### src/rtl/alu_pkg.sv
// Shared ALU definitions: op-select width, bitwise op codes and output-register states.
package alu_pkg;

    localparam int OP_W = 3;

    localparam logic [OP_W-1:0] OP_AND    = 3'b000;
    localparam logic [OP_W-1:0] OP_OR     = 3'b001;
    localparam logic [OP_W-1:0] OP_XOR    = 3'b010;
    localparam logic [OP_W-1:0] OP_NAND   = 3'b011;
    localparam logic [OP_W-1:0] OP_NOR    = 3'b100;
    localparam logic [OP_W-1:0] OP_XNOR   = 3'b101;
    localparam logic [OP_W-1:0] OP_NOT_A  = 3'b110;
    localparam logic [OP_W-1:0] OP_PASS_A = 3'b111;

    typedef enum logic [0:0] {
        ST_EMPTY = 1'b0,
        ST_FULL  = 1'b1
    } out_state_e;

endpackage

### src/rtl/logic_op_core.sv
// Combinational bitwise operation core: (op, a, b) -> WIDTH-bit result.
module logic_op_core
    import alu_pkg::*;
#(
    parameter int WIDTH = 3
) (
    input  logic [OP_W-1:0]  op,
    input  logic [WIDTH-1:0] a,
    input  logic [WIDTH-1:0] b,
    output logic [WIDTH-1:0] y
);

    // Select the bitwise function; NOT/PASS ignore b.
    always_comb begin
        y = {WIDTH{1'b0}};
        case (op)
            OP_AND:    y = a & b;
            OP_OR:     y = a | b;
            OP_XOR:    y = a ^ b;
            OP_NAND:   y = ~(a & b);
            OP_NOR:    y = ~(a | b);
            OP_XNOR:   y = ~(a ^ b);
            OP_NOT_A:  y = ~a;
            OP_PASS_A: y = a;
            default:   y = {WIDTH{1'b0}};
        endcase
    end

endmodule

### src/rtl/bitwise_logic_unit.sv
// Registered bitwise logic unit with a one-entry valid/ready output register,
// a chaining accumulator and an accepted-transaction counter.
module bitwise_logic_unit
    import alu_pkg::*;
#(
    parameter int WIDTH     = 3,
    parameter int OUT_WIDTH = 2 * WIDTH,
    parameter int COUNT_W   = 8
) (
    input  logic                 clk,
    input  logic                 rst,
    input  logic                 in_valid,
    output logic                 in_ready,
    input  logic [OP_W-1:0]      op,
    input  logic [WIDTH-1:0]     a,
    input  logic [WIDTH-1:0]     b,
    input  logic                 acc_sel,
    input  logic                 acc_clr,
    output logic                 out_valid,
    input  logic                 out_ready,
    output logic [OUT_WIDTH-1:0] result,
    output logic                 out_zero,
    output logic [WIDTH-1:0]     acc,
    output logic [COUNT_W-1:0]   op_count
);

    out_state_e         state_q, state_d;
    logic [WIDTH-1:0]   result_q, result_d;
    logic               zero_q, zero_d;
    logic [WIDTH-1:0]   acc_q, acc_d;
    logic [COUNT_W-1:0] count_q, count_d;

    logic               accept_s;
    logic [WIDTH-1:0]   operand_b_s;
    logic [WIDTH-1:0]   op_res_s;

    assign in_ready = (state_q == ST_EMPTY) | out_ready;
    assign accept_s = in_valid & in_ready;

    // Clear wins over the accumulator so the op sees 0 as operand B.
    assign operand_b_s = acc_sel ? (acc_clr ? {WIDTH{1'b0}} : acc_q) : b;

    logic_op_core #(.WIDTH(WIDTH)) u_core (
        .op (op),
        .a  (a),
        .b  (operand_b_s),
        .y  (op_res_s)
    );

    // Next-state: output register handshake, accumulator and counter updates.
    always_comb begin
        state_d  = state_q;
        result_d = result_q;
        zero_d   = zero_q;
        acc_d    = acc_q;
        count_d  = count_q;
        if (accept_s) begin
            result_d = op_res_s;
            zero_d   = (op_res_s == {WIDTH{1'b0}});
            acc_d    = op_res_s;
            count_d  = count_q + {{(COUNT_W-1){1'b0}}, 1'b1};
        end else begin
            count_d  = count_q;
        end
        case (state_q)
            ST_EMPTY: begin
                if (accept_s) state_d = ST_FULL;
                else          state_d = ST_EMPTY;
            end
            ST_FULL: begin
                if (accept_s)       state_d = ST_FULL;
                else if (out_ready) state_d = ST_EMPTY;
                else                state_d = ST_FULL;
            end
            default: state_d = ST_EMPTY;
        endcase
    end

    // State and datapath registers.
    always_ff @(posedge clk or posedge rst) begin
        if (rst) begin
            state_q  <= ST_EMPTY;
            result_q <= {WIDTH{1'b0}};
            zero_q   <= 1'b0;
            acc_q    <= {WIDTH{1'b0}};
            count_q  <= {COUNT_W{1'b0}};
        end else begin
            state_q  <= state_d;
            result_q <= result_d;
            zero_q   <= zero_d;
            acc_q    <= acc_d;
            count_q  <= count_d;
        end
    end

    assign out_valid = (state_q == ST_FULL);
    assign result    = {{(OUT_WIDTH-WIDTH){1'b0}}, result_q};
    assign out_zero  = zero_q;
    assign acc       = acc_q;
    assign op_count  = count_q;

endmodule

### config.mk
export PLATFORM = sky130hd
export DESIGN_NAME = bitwise_logic_unit
export DESIGN_NICKNAME = d
export VERILOG_FILES = /design/src/rtl/alu_pkg.sv /design/src/rtl/logic_op_core.sv /design/src/rtl/bitwise_logic_unit.sv
export SDC_FILE = /design/constraint.sdc
export NUM_CORES = 1
export LEC_CHECK = 0
export CORE_MARGIN = 2
export CORE_UTILIZATION = 40
export DETAILED_ROUTE_END_ITERATION = 8
export GPL_ROUTABILITY_DRIVEN = 0
export PLACE_DENSITY = 0.72
export SLEW_MARGIN = 40
export SYNTH_ARGS = -nofsm -noshare
export SYNTH_HDL_FRONTEND = slang
export SYNTH_SLANG_ARGS = --single-unit
### constraint.sdc
create_clock -name clk -period 3.2 [get_ports clk]
set_clock_uncertainty 0.05 [all_clocks]
set_input_delay 0.32 -clock clk [delete_from_list [all_inputs] [get_ports clk]]
set_output_delay 0.32 -clock clk [all_outputs]
set_load 0.02 [all_outputs]
== Yosys cells after proc, flatten, opt, wreduce, memory -nomap -nowiden ==
Cells that the tools add are included.

* Register bits after elaboration: 13
* Input bits: 15
* Output and inout bits: 20
* Word-level logic and storage cells: 31

* $add $sub $neg: 1
* Equality and inequality tests: 7
* Mux-type cells: 7
* Bitwise operators: 10
* Reductions and logical operators: 2

{| class="wikitable"
|+ Operators by type and width
! cell !! count
|-
| case mux 3 bit (8 select lines) || 1
|-
| equality test 3 bit (second input constant) || 4
|-
| inverter 3 bit || 4
|-
| adder 8 x 1 -> 8 bit (second input constant) || 1
|-
| equality test 3 x 2 -> 1 bit (second input constant) || 2
|-
| logical NOT 3 bit || 2
|-
| 2-to-1 mux 3 bit || 2
|-
| bitwise AND 3 bit || 1
|-
| equality test 3 x 1 -> 1 bit (second input constant) || 1
|-
| 2-to-1 mux 1 bit || 3
|-
| OR 3 bit || 1
|-
| bitwise XOR 3 bit || 1
|-
| case mux 1 bit (2 select lines) || 1
|-
| bitwise AND 1 bit || 1
|-
| inverter 1 bit || 1
|-
| OR 1 bit || 1
|}

== Longest topological paths before layout ==
Gate-level depths: netlist (run 1).

* Depth after elaboration: 6
* Mapped depth: 10
* Depth with buffers taken out: 10

== Hierarchy ==
Synthesis (run 1) repeated with hierarchy kept, for this count alone.

* Cell total of the unflattened synthesis: 104
* Area total of the unflattened synthesis: 1028.5 µm²

{| class="wikitable"
|+ Modules (own cells, without submodules)
! module !! times used !! cells an instance !! area each (µm²) !! seq. area each (µm²)
|-
| bitwise_logic_unit || 1 || 59 || 660.6 || 325.3
|-
| logic_op_core || 1 || 45 || 367.9 || 0.0
|}

== Worst setup path before layout (run 1) ==
OpenSTA, ideal clock, no wires.

* Path kind: reg2reg
* Start: register acc_q[0], in the netlist acc[0]
* End: register zero_q, in the netlist out_zero
* Library setup time: 138 ps
* Arrival: 1956 ps
* Required time: 3012 ps
* Slack: 1055 ps
* Stages on the path, launching flop included: 10
* Buffers on the path: 0
* Clock period less this slack: 2145 ps
* Path through: dfrtp_1 > nand2_1 > nor2_1 > a21o_1 > inv_1 > ha_1 > mux2_2 > mux4_2 > a41oi_1 > a211oi_1

* Word-level cells in the longest chain between the ends: 6
* Elaborated cells between the ends (all ways): 10
* Classes of those cells: 3 x mux; 6 x bitwise; 1 x reduce/logical

{| class="wikitable"
|+ Ends and longest elaborated chain
! item !! line !! text
|-
| from (decl) || bitwise_logic_unit.sv:30 || <nowiki>logic [WIDTH-1:0] acc_q, acc_d;</nowiki>
|-
| from (signal assigned) || bitwise_logic_unit.sv:85 || <nowiki>acc_q <= {WIDTH{1'b0}};</nowiki>
|-
| 2-to-1 mux 3 bit * (2 in a row) || bitwise_logic_unit.sv:41 || <nowiki>assign operand_b_s = acc_sel ? (acc_clr ? {WIDTH{1'b0}} : acc_q) : b;</nowiki>
|-
| bitwise XOR 3 bit, or another cell as far along || logic_op_core.sv:19, logic_op_core.sv:22 ||
|-
| inverter 3 bit, on equally long branches || logic_op_core.sv:22, logic_op_core.sv:20, logic_op_core.sv:21 ||
|-
| case mux 3 bit (8 select lines) * || logic_op_core.sv:16 || <nowiki>case (op)</nowiki>
|-
| logical NOT 3 bit * || bitwise_logic_unit.sv:59 || <nowiki>zero_d = (op_res_s == {WIDTH{1'b0}});</nowiki>
|-
| to (signal assigned) || bitwise_logic_unit.sv:90 || <nowiki>zero_q <= zero_d;</nowiki>
|-
| to (decl) || bitwise_logic_unit.sv:29 || <nowiki>logic zero_q, zero_d;</nowiki>
|}

Mark *: on every way between the ends. The rest lies on a longest branch, timed or not.
A chain may end at the register's enable or synchronous reset.

== Worst setup path after layout (run 1) ==
* Start: input port acc_sel
* End: register zero_q, in the netlist out_zero

* Word-level cells in the longest chain between the ends: 5
* Elaborated cells between the ends (all ways): 9
* Classes of those cells: 2 x mux; 6 x bitwise; 1 x reduce/logical

{| class="wikitable"
|+ Ends and longest elaborated chain
! item !! line !! text
|-
| from (decl) || bitwise_logic_unit.sv:17 || <nowiki>input logic acc_sel,</nowiki>
|-
| 2-to-1 mux 3 bit * || bitwise_logic_unit.sv:41 ||
|-
| bitwise XOR 3 bit, or another cell as far along || logic_op_core.sv:19, logic_op_core.sv:22 ||
|-
| inverter 3 bit, on equally long branches || logic_op_core.sv:22, logic_op_core.sv:20, logic_op_core.sv:21 ||
|-
| case mux 3 bit (8 select lines) * || logic_op_core.sv:16 ||
|-
| logical NOT 3 bit * || bitwise_logic_unit.sv:59 ||
|}

Marked as above.

==> metrics.log, run 1 <==
[metrics] cell with the biggest individual delay on the critical path: sky130_fd_sc_hd__clkdlybuf4s50_1
[metrics] via count of the first global-routing pass: 835
[metrics] Layout Nets: 161
[metrics] CTS Root Cell: sky130_fd_sc_hd__clkbuf_4
[metrics] total vias in the final route: 856
[metrics] Post-synth top cells: sky130_fd_sc_hd__nand2_1, sky130_fd_sc_hd__dfrtp_1, sky130_fd_sc_hd__inv_1, sky130_fd_sc_hd__nand2b_1, sky130_fd_sc_hd__nor2_1
[metrics] Clock transition at path regs: 0.08 ns
[metrics] highest clock rate: 426.9 MHz
[metrics] overall power: 0.6979 mW
[metrics] cts repair resizes: 0
[metrics] Setup Total Neg Slack: 0 ns
[metrics] Layout Cells excl Fill: 168
[metrics] Yosys warning total: 0
[metrics] Tmin final: 2.342 ns
[metrics] number of H-tree levels: 1
[metrics] height of the chip: 53.71 um
[metrics] sinks on the clock net: 13
[metrics] cell row count: 18
[metrics] final count of hold timing violations: 0
[metrics] startpoint of the lowest-slack register-to-register path: acc[0]$_DFFE_PP0P_
[metrics] synthesis-to-finish area growth: 31.52%
[metrics] final period utilization: 73.20%
[metrics] hold buffer count at cts: 0
[metrics] number of DRC violations after detailed routing: 0
[metrics] number of antenna violations at the first check in global routing: 0
[metrics] number of buffers inserted by post-CTS setup repair: 0
[metrics] number of detailed-route iterations in the first pass: 4
[metrics] overall die area: 0.002885 mm2
[metrics] delay of the slowest cell on the worst path: 0.53 ns
[metrics] Chip Width: 53.71 um
[metrics] first-pass GRT wire length: 3443 um
[metrics] Reg-to-Reg End: out_zero$_DFFE_PP0P_
[metrics] status: finished clean
[metrics] synthesized area: 988.4 um2
[metrics] final count of negative-setup-slack endpoints: 0
[metrics] core area: 0.002410 mm2
[metrics] drt initial violations: 8
[metrics] cell-by-cell trace of the critical path: clkdlybuf4s50_1 > nand2_1 > nor2_1 > a21o_1 > inv_1 > ha_1 > mux2_2 > mux4_2 > a41oi_1 > a211oi_1
[metrics] Yosys top cell by area: sky130_fd_sc_hd__dfrtp_1
[metrics] number of buffer cells added on primary ports: 31
[metrics] Overflow after GRT: 0
[metrics] HPWL reported at the end of detailed placement: 1664 um
[metrics] worst setup path endpoint: out_zero$_DFFE_PP0P_
[metrics] via density per instance: 5.095
[metrics] Worst Setup SP: acc_sel
[metrics] sequential fraction of the synthesis area: 32.91%
[metrics] effective utilization at floorplan: 41.02%
[metrics] clock network latency to the later pin of the worst-skew pair: 0.27 ns
[metrics] count of buffer and inverter cells on the critical path: 2
[metrics] count of distinct cell types in the synthesized netlist: 36
[metrics] Total Wirelength: 1991 um
[metrics] total clock buffers created by CTS: 3
[metrics] CP Class: primary input to register
[metrics] power density of the placed cells: 536.8 mW/mm2
[metrics] critical path data required time: 3.29 ns
[metrics] leakage power summed over all cells: 0.6055 nW
[metrics] placed insts: 164
[metrics] count of maximum capacitance violations: 0
[metrics] maximum ir drop on the vdd rail: 413.2 uV
[metrics] crit start category: primary input
[metrics] Post-synth EDFFs: 0
[metrics] critical path fanouts, max: 4
[metrics] unrepaired setup endpoints after global routing: no
[metrics] wire length per cell: 11.85 um
[metrics] n_diodes: 0
[metrics] mean instance size in the synthesized netlist: 8.905 um2
[metrics] layout cell share with drive strength beyond 1: 5.797%
[metrics] Crit. End Element: register
[metrics] cell types with the largest area share after synthesis: sky130_fd_sc_hd__dfrtp_1, sky130_fd_sc_hd__ha_1, sky130_fd_sc_hd__nand2_1
[metrics] reg-to-reg slack, setup: 1.05 ns
[metrics] worst endpoint data arrival time: 2.43 ns
[metrics] Max Slew Vio Count: 0
[metrics] largest net degree at the start of global routing: 14
[metrics] maximum clock path buffer count: 2
[metrics] TritonCTS clock tree: done
[metrics] number of top-level design ports: 35
[metrics] dominant delay contributor by cell family on the critical path: multiplexers
[metrics] portion of synthesized cell area occupied by the leading cell type: 32.91%
[metrics] ys async rst share: 100.0%
[metrics] flip-flop and latch count after synthesis: 13
[metrics] cell count of the worst reg-to-reg path: 9
[metrics] count of antenna-violating nets left after detailed routing: 0
[metrics] fillers: 227
[metrics] cell count along the critical path: 10
[metrics] synthesized netlist cell count: 111
[metrics] cell with the most instances after synthesis: sky130_fd_sc_hd__nand2_1
[metrics] prevailing post-synth register cell: sky130_fd_sc_hd__dfrtp_1
[metrics] all-layer global routing usage: 16.49%
[metrics] path class of the lowest-slack min-delay path: primary input to async pin
==> how the worst min path moves through the flow <==
stage,to,slack [ns],depth (start not counted)
after floorplan,acc[0]$_DFFE_PP0P_,0.15,1
after global placement,op_count[7]$_DFFE_PP0P_,0.41,1
after detailed placement,op_count[7]$_DFFE_PP0P_,0.42,1
after CTS,op_count[4]$_DFFE_PP0P_,0.33,2
after global routing,op_count[4]$_DFFE_PP0P_,0.37,2
final,op_count[4]$_DFFE_PP0P_,0.32,2
==> power by group <==
part | internal (mW) | switching (mW)
sequential | 0.211 | 0.0512
combinational | 0.175 | 0.163
clock | 0.0482 | 0.0492
total | 0.434 | 0.263
==> kinds of logic (layout without fill, tap and decap cells) <==
family                     count (synthesis)  in the layout  share of synthesized area (%)
other                                      1              3                         0.3794
buffers and inverters                     20             45                          10.89
xor gates and xnor gates                   7              7                          6.203
and+or+nand+nor                           38             38                          17.97
DFF                                       13             13                          32.91
muxes                                      5              5                          7.088
adders and majority gates                  7              7                          8.860
AOI/OAI and AO/OA                         20             20                          15.70
==> sequential cells by signal, summed over array words and instances, names as in the netlist <==
| signal | flops |
|---|---|
| acc | 3 |
| out_zero | 1 |
| op_count | 8 |
| out_valid | 1 |
==> routing by layer <==
metal  GRT usage (%)  up-vias  routed length [um]
met1           18.56      405                 810
met5               0        -                   0
met2           29.67       30                1039
li1                -      417                   -
met4           9.402        0                  27
met3           1.944        4                 114
==> stage by stage <==
| stage | cell area (um2) | hold WS (ns) | util [%] | setup WS, ns |
|---|---|---|---|---|
| detailed placement | 1274 | 0.4244 | 52.86 | 0.5695 |
| global placement | 1274 | 0.4064 | 52.86 | 0.6477 |
| global route | 1300 | 0.3654 | 53.95 | 0.7408 |
| CTS | 1300 | 0.3257 | 53.95 | 0.8523 |
| finish | 1300 | 0.3166 | 53.95 | 0.8575 |
| floorplan | 996.0 | 0.1470 | - | 1.055 |
==> layout make-up <==
class	count	area [um2]	share of cell area (%)
inverter	10	37.54	2.887
timing repair buffer	31	310.3	23.87
clock buffer	4	26.28	2.021
multi-input combinational	80	563.0	43.31
sequential	13	325.3	25.02
tap	30	37.54	2.887
==> worst register-to-register path, delay by kind of cell, from the launching register on <==
kind / cells / cell delay [ns]
muxes: 2 / 0.75
DFF: 1 / 0.40
AOI/OAI and AO/OA: 3 / 0.35
adders and majority gates: 1 / 0.28
and+or+nand+nor: 2 / 0.16
buffers and inverters: 1 / 0.05
==> placed cells by master (no fill, tap or decap), drive strengths merged, types with 3 or more instances in the layout <==
cell type      synthesis  layout
dfrtp                 13      13
conb                   1       3
a21o                   6       6
xnor2                  5       5
clkdlybuf4s50          0      31
ha                     7       7
nand2                 15      15
nor2                   8       8
mux2                   3       3
nand2b                 8       8
o21ai                  3       3
clkbuf                 1       4
inv                   10      10
No activity file was read; power rests on OpenSTA's default activity.
==> inputs of run 2 (changes only) <==
clock period = 2.2 ns   (was 3.2 ns; I/O delays follow)
==> run 2 against run 1 <==
  * Sequential power rose by 45%
  * Sequential cell count did not move
  * Design area rose by 11%
  * Worst hold slack got worse by 0.097 ns
  * Cell count rose by 7.1%
  * Global-route usage fell by 1.0 points
  * Utilization rose by 5.9 points
  * Power rose by 52%
==> metrics.log, run 2 (synthesized netlist as in run 1, its figures left out) <==
[metrics] layer with the highest usage after global routing: met2
[metrics] height of the chip: 53.71 um (unchanged)
[metrics] clock network latency to the later pin of the worst-skew pair: 0.27 ns (about the same)
[metrics] highest clock rate: 477.1 MHz
[metrics] worst endpoint data arrival time: 2.25 ns (-0.18 ns)
[metrics] TritonCTS clock tree: done
[metrics] final count of negative-setup-slack endpoints: 0 (unchanged)
[metrics] Max Slew Vio Count: 0 (unchanged)
[metrics] first-pass GRT wire length: 3201 um (-7.0%)
[metrics] pre-CTS setup slack: -0.2720 ns (-0.8415 ns)
[metrics] critical path data required time: 2.36 ns (-0.93 ns)
[metrics] overall power: 1.061 mW (+52%)
[metrics] CP Class: primary input to register
[metrics] final period utilization: 95.28%
[metrics] CP dominant cell by count: sky130_fd_sc_hd__a21o_1
[metrics] leading cell type in the layout, fill and taps excluded: sky130_fd_sc_hd__clkdlybuf4s50_1
[metrics] Chip Width: 53.71 um (unchanged)
[metrics] effective utilization at floorplan: 41.02% (unchanged)
[metrics] count of antenna-violating nets left after detailed routing: 0 (unchanged)
[metrics] least setup slack across all paths after layout: 0.1039 ns (-0.7536 ns)
[metrics] number of H-tree levels: 1 (unchanged)
[metrics] Clock transition at path regs: 0.08 ns (about the same)
[metrics] via count of the first global-routing pass: 771 (-7.7%)
[metrics] startpoint of the lowest-slack register-to-register path: acc[0]$_DFFE_PP0P_
[metrics] Tmin final: 2.096 ns
[metrics] number of antenna violations at the first check in global routing: 0 (unchanged)
[metrics] Layout Nets: 173 (+7.5%)
[metrics] all-layer global routing usage: 15.45% (-1.0 points)
[metrics] critical path fanouts, max: 3 (-1)
[metrics] unrepaired setup endpoints after global routing: no
[metrics] drt initial violations: 10 (+2)
[metrics] placed insts: 176 (+7.3%)
[metrics] number of buffers inserted by post-CTS setup repair: 0 (unchanged)
[metrics] path class of the lowest-slack min-delay path: primary input to async pin
[metrics] cell-by-cell trace of the critical path: clkdlybuf4s50_1 > buf_4 > nor2_1 > a21o_1 > inv_1 > ha_1 > nand2b_1 > a21oi_2 > o32ai_4 > a221oi_2 > a21o_1
[metrics] cell count of the worst reg-to-reg path: 9 (unchanged)
[metrics] leakage power summed over all cells: 0.6795 nW (+12%)
[metrics] number of buffer cells added on primary ports: 31 (unchanged)
[metrics] synthesis-to-finish area growth: 45.95%
[metrics] count of maximum capacitance violations: 0 (unchanged)
[metrics] layout cell share with drive strength beyond 1: 16.67% (+11 points)
[metrics] maximum ir drop on the vdd rail: 520.2 uV (+26%)
[metrics] via density per instance: 4.956 (-2.7%)
[metrics] reg-to-reg slack, setup: 0.14 ns (-0.91 ns)
[metrics] met3 track utilization from global routing: 1.667% (-0.28 points)
[metrics] hold buffer count at cts: 0 (unchanged)
[metrics] Crit. End Element: register
[metrics] overall die area: 0.002885 mm2 (unchanged)
[metrics] cts repair resizes: 0 (unchanged)
[metrics] Overflow after GRT: 0 (unchanged)
[metrics] number of detailed-route iterations in the first pass: 3 (-1)
[metrics] HPWL reported at the end of detailed placement: 1748 um (+5.1%)
[metrics] global routing usage on met1: 17.90% (-0.66 points)
[metrics] max FFs per register: 8 (unchanged)
[metrics] power density of the placed cells: 735.2 mW/mm2 (+37%)
[metrics] core area: 0.002410 mm2 (unchanged)
[metrics] number of top-level design ports: 35 (unchanged)
[metrics] cell with the biggest individual delay on the critical path: sky130_fd_sc_hd__clkdlybuf4s50_1
[metrics] cell row count: 18 (unchanged)
[metrics] wire length per cell: 12.06 um (+1.8%)
[metrics] total vias in the final route: 892 (+4.2%)
[metrics] n_diodes: 0 (unchanged)
[metrics] number of DRC violations after detailed routing: 0 (unchanged)
[metrics] Reg-to-Reg End: out_zero$_DFFE_PP0P_
[metrics] CTS Root Cell: sky130_fd_sc_hd__clkbuf_4
[metrics] Layout Cells excl Fill: 180 (+7.1%)
[metrics] final count of hold timing violations: 0 (unchanged)
[metrics] Total Wirelength: 2171 um (+9.0%)
[metrics] GR Layer Usage met2: 27.85% (-1.8 points)
[metrics] crit start category: primary input
[metrics] delay of the slowest cell on the worst path: 0.42 ns (-0.11 ns)
[metrics] most frequent cells in the layout: sky130_fd_sc_hd__clkdlybuf4s50_1, sky130_fd_sc_hd__nand2_1, sky130_fd_sc_hd__dfrtp_1
[metrics] status: finished clean
[metrics] maximum clock path buffer count: 2 (unchanged)
[metrics] sinks on the clock net: 13 (unchanged)
[metrics] total clock buffers created by CTS: 3 (unchanged)
[metrics] largest net degree at the start of global routing: 14 (unchanged)
-- run 2: area by class of cell --
| type | instances | area, um2 |
|---|---|---|
| Multi-Input combinational cell | 80 | 613.1 |
| Clock buffer | 4 | 26.28 |
| Fill cell | 210 | 967.2 |
| Sequential cell | 13 | 325.3 |
| Timing Repair Buffer | 43 | 402.9 |
| Tap cell | 30 | 37.54 |
| Inverter | 10 | 37.54 |
-- run 2: worst max-delay path by stage --
stage / slack [ns] / depth (start not counted) / to / start
2_1_floorplan: 0.06 / 9 / out_zero$_DFFE_PP0P_ / acc[0]$_DFFE_PP0P_
3_3_place_gp: -0.23 / 11 / acc[1]$_DFFE_PP0P_ / acc_sel
3_5_place_dp: -0.27 / 10 / out_zero$_DFFE_PP0P_ / acc_sel
4_1_cts: 0.007 / 11 / acc[1]$_DFFE_PP0P_ / acc_sel
5_1_grt: 0.009 / 9 / out_zero$_DFFE_PP0P_ / acc[0]$_DFFE_PP0P_
6_report: 0.10 / 11 / acc[1]$_DFFE_PP0P_ / acc_clr
-- run 2: through the flow --
step                instance area, um2  hold slack, ns  util, %  setup TNS [ns]
floorplan                        996.0         0.04696        -               0
global placement                  1364          0.4056    56.59         -0.6786
detailed placement                1364          0.4100    56.59         -0.8774
CTS                               1390          0.2383    57.68               0
global route                      1443          0.2799    59.87               0
finish                            1443          0.2195    59.87               0
-- run 2: worst max-delay path, delay by kind of cell --
| kind | cells | cell delay (ns) |
|---|---|---|
| adder cells (fa/ha/maj) | 1 | 0.33 |
| buffers and inverters | 3 | 0.61 |
| AO/OA/AOI/OAI | 5 | 0.88 |
| AND/OR/NAND/NOR | 2 | 0.22 |
-- run 2: where the power goes --
group          internal [mW]  switching [mW]  leakage (nW)
registers              0.307          0.0723         0.162
clock network         0.0701          0.0727        0.0150
logic                  0.283           0.256         0.503
total                  0.660           0.401         0.679
-- run 2: per-layer routing --
| metal | wire, um | vias to the layer above |
|---|---|---|
| li1 | - | 446 |
| met1 | 918 | 426 |
| met2 | 1173 | 18 |
| met3 | 70 | 2 |
| met4 | 8 | 0 |
| met5 | 0 | - |
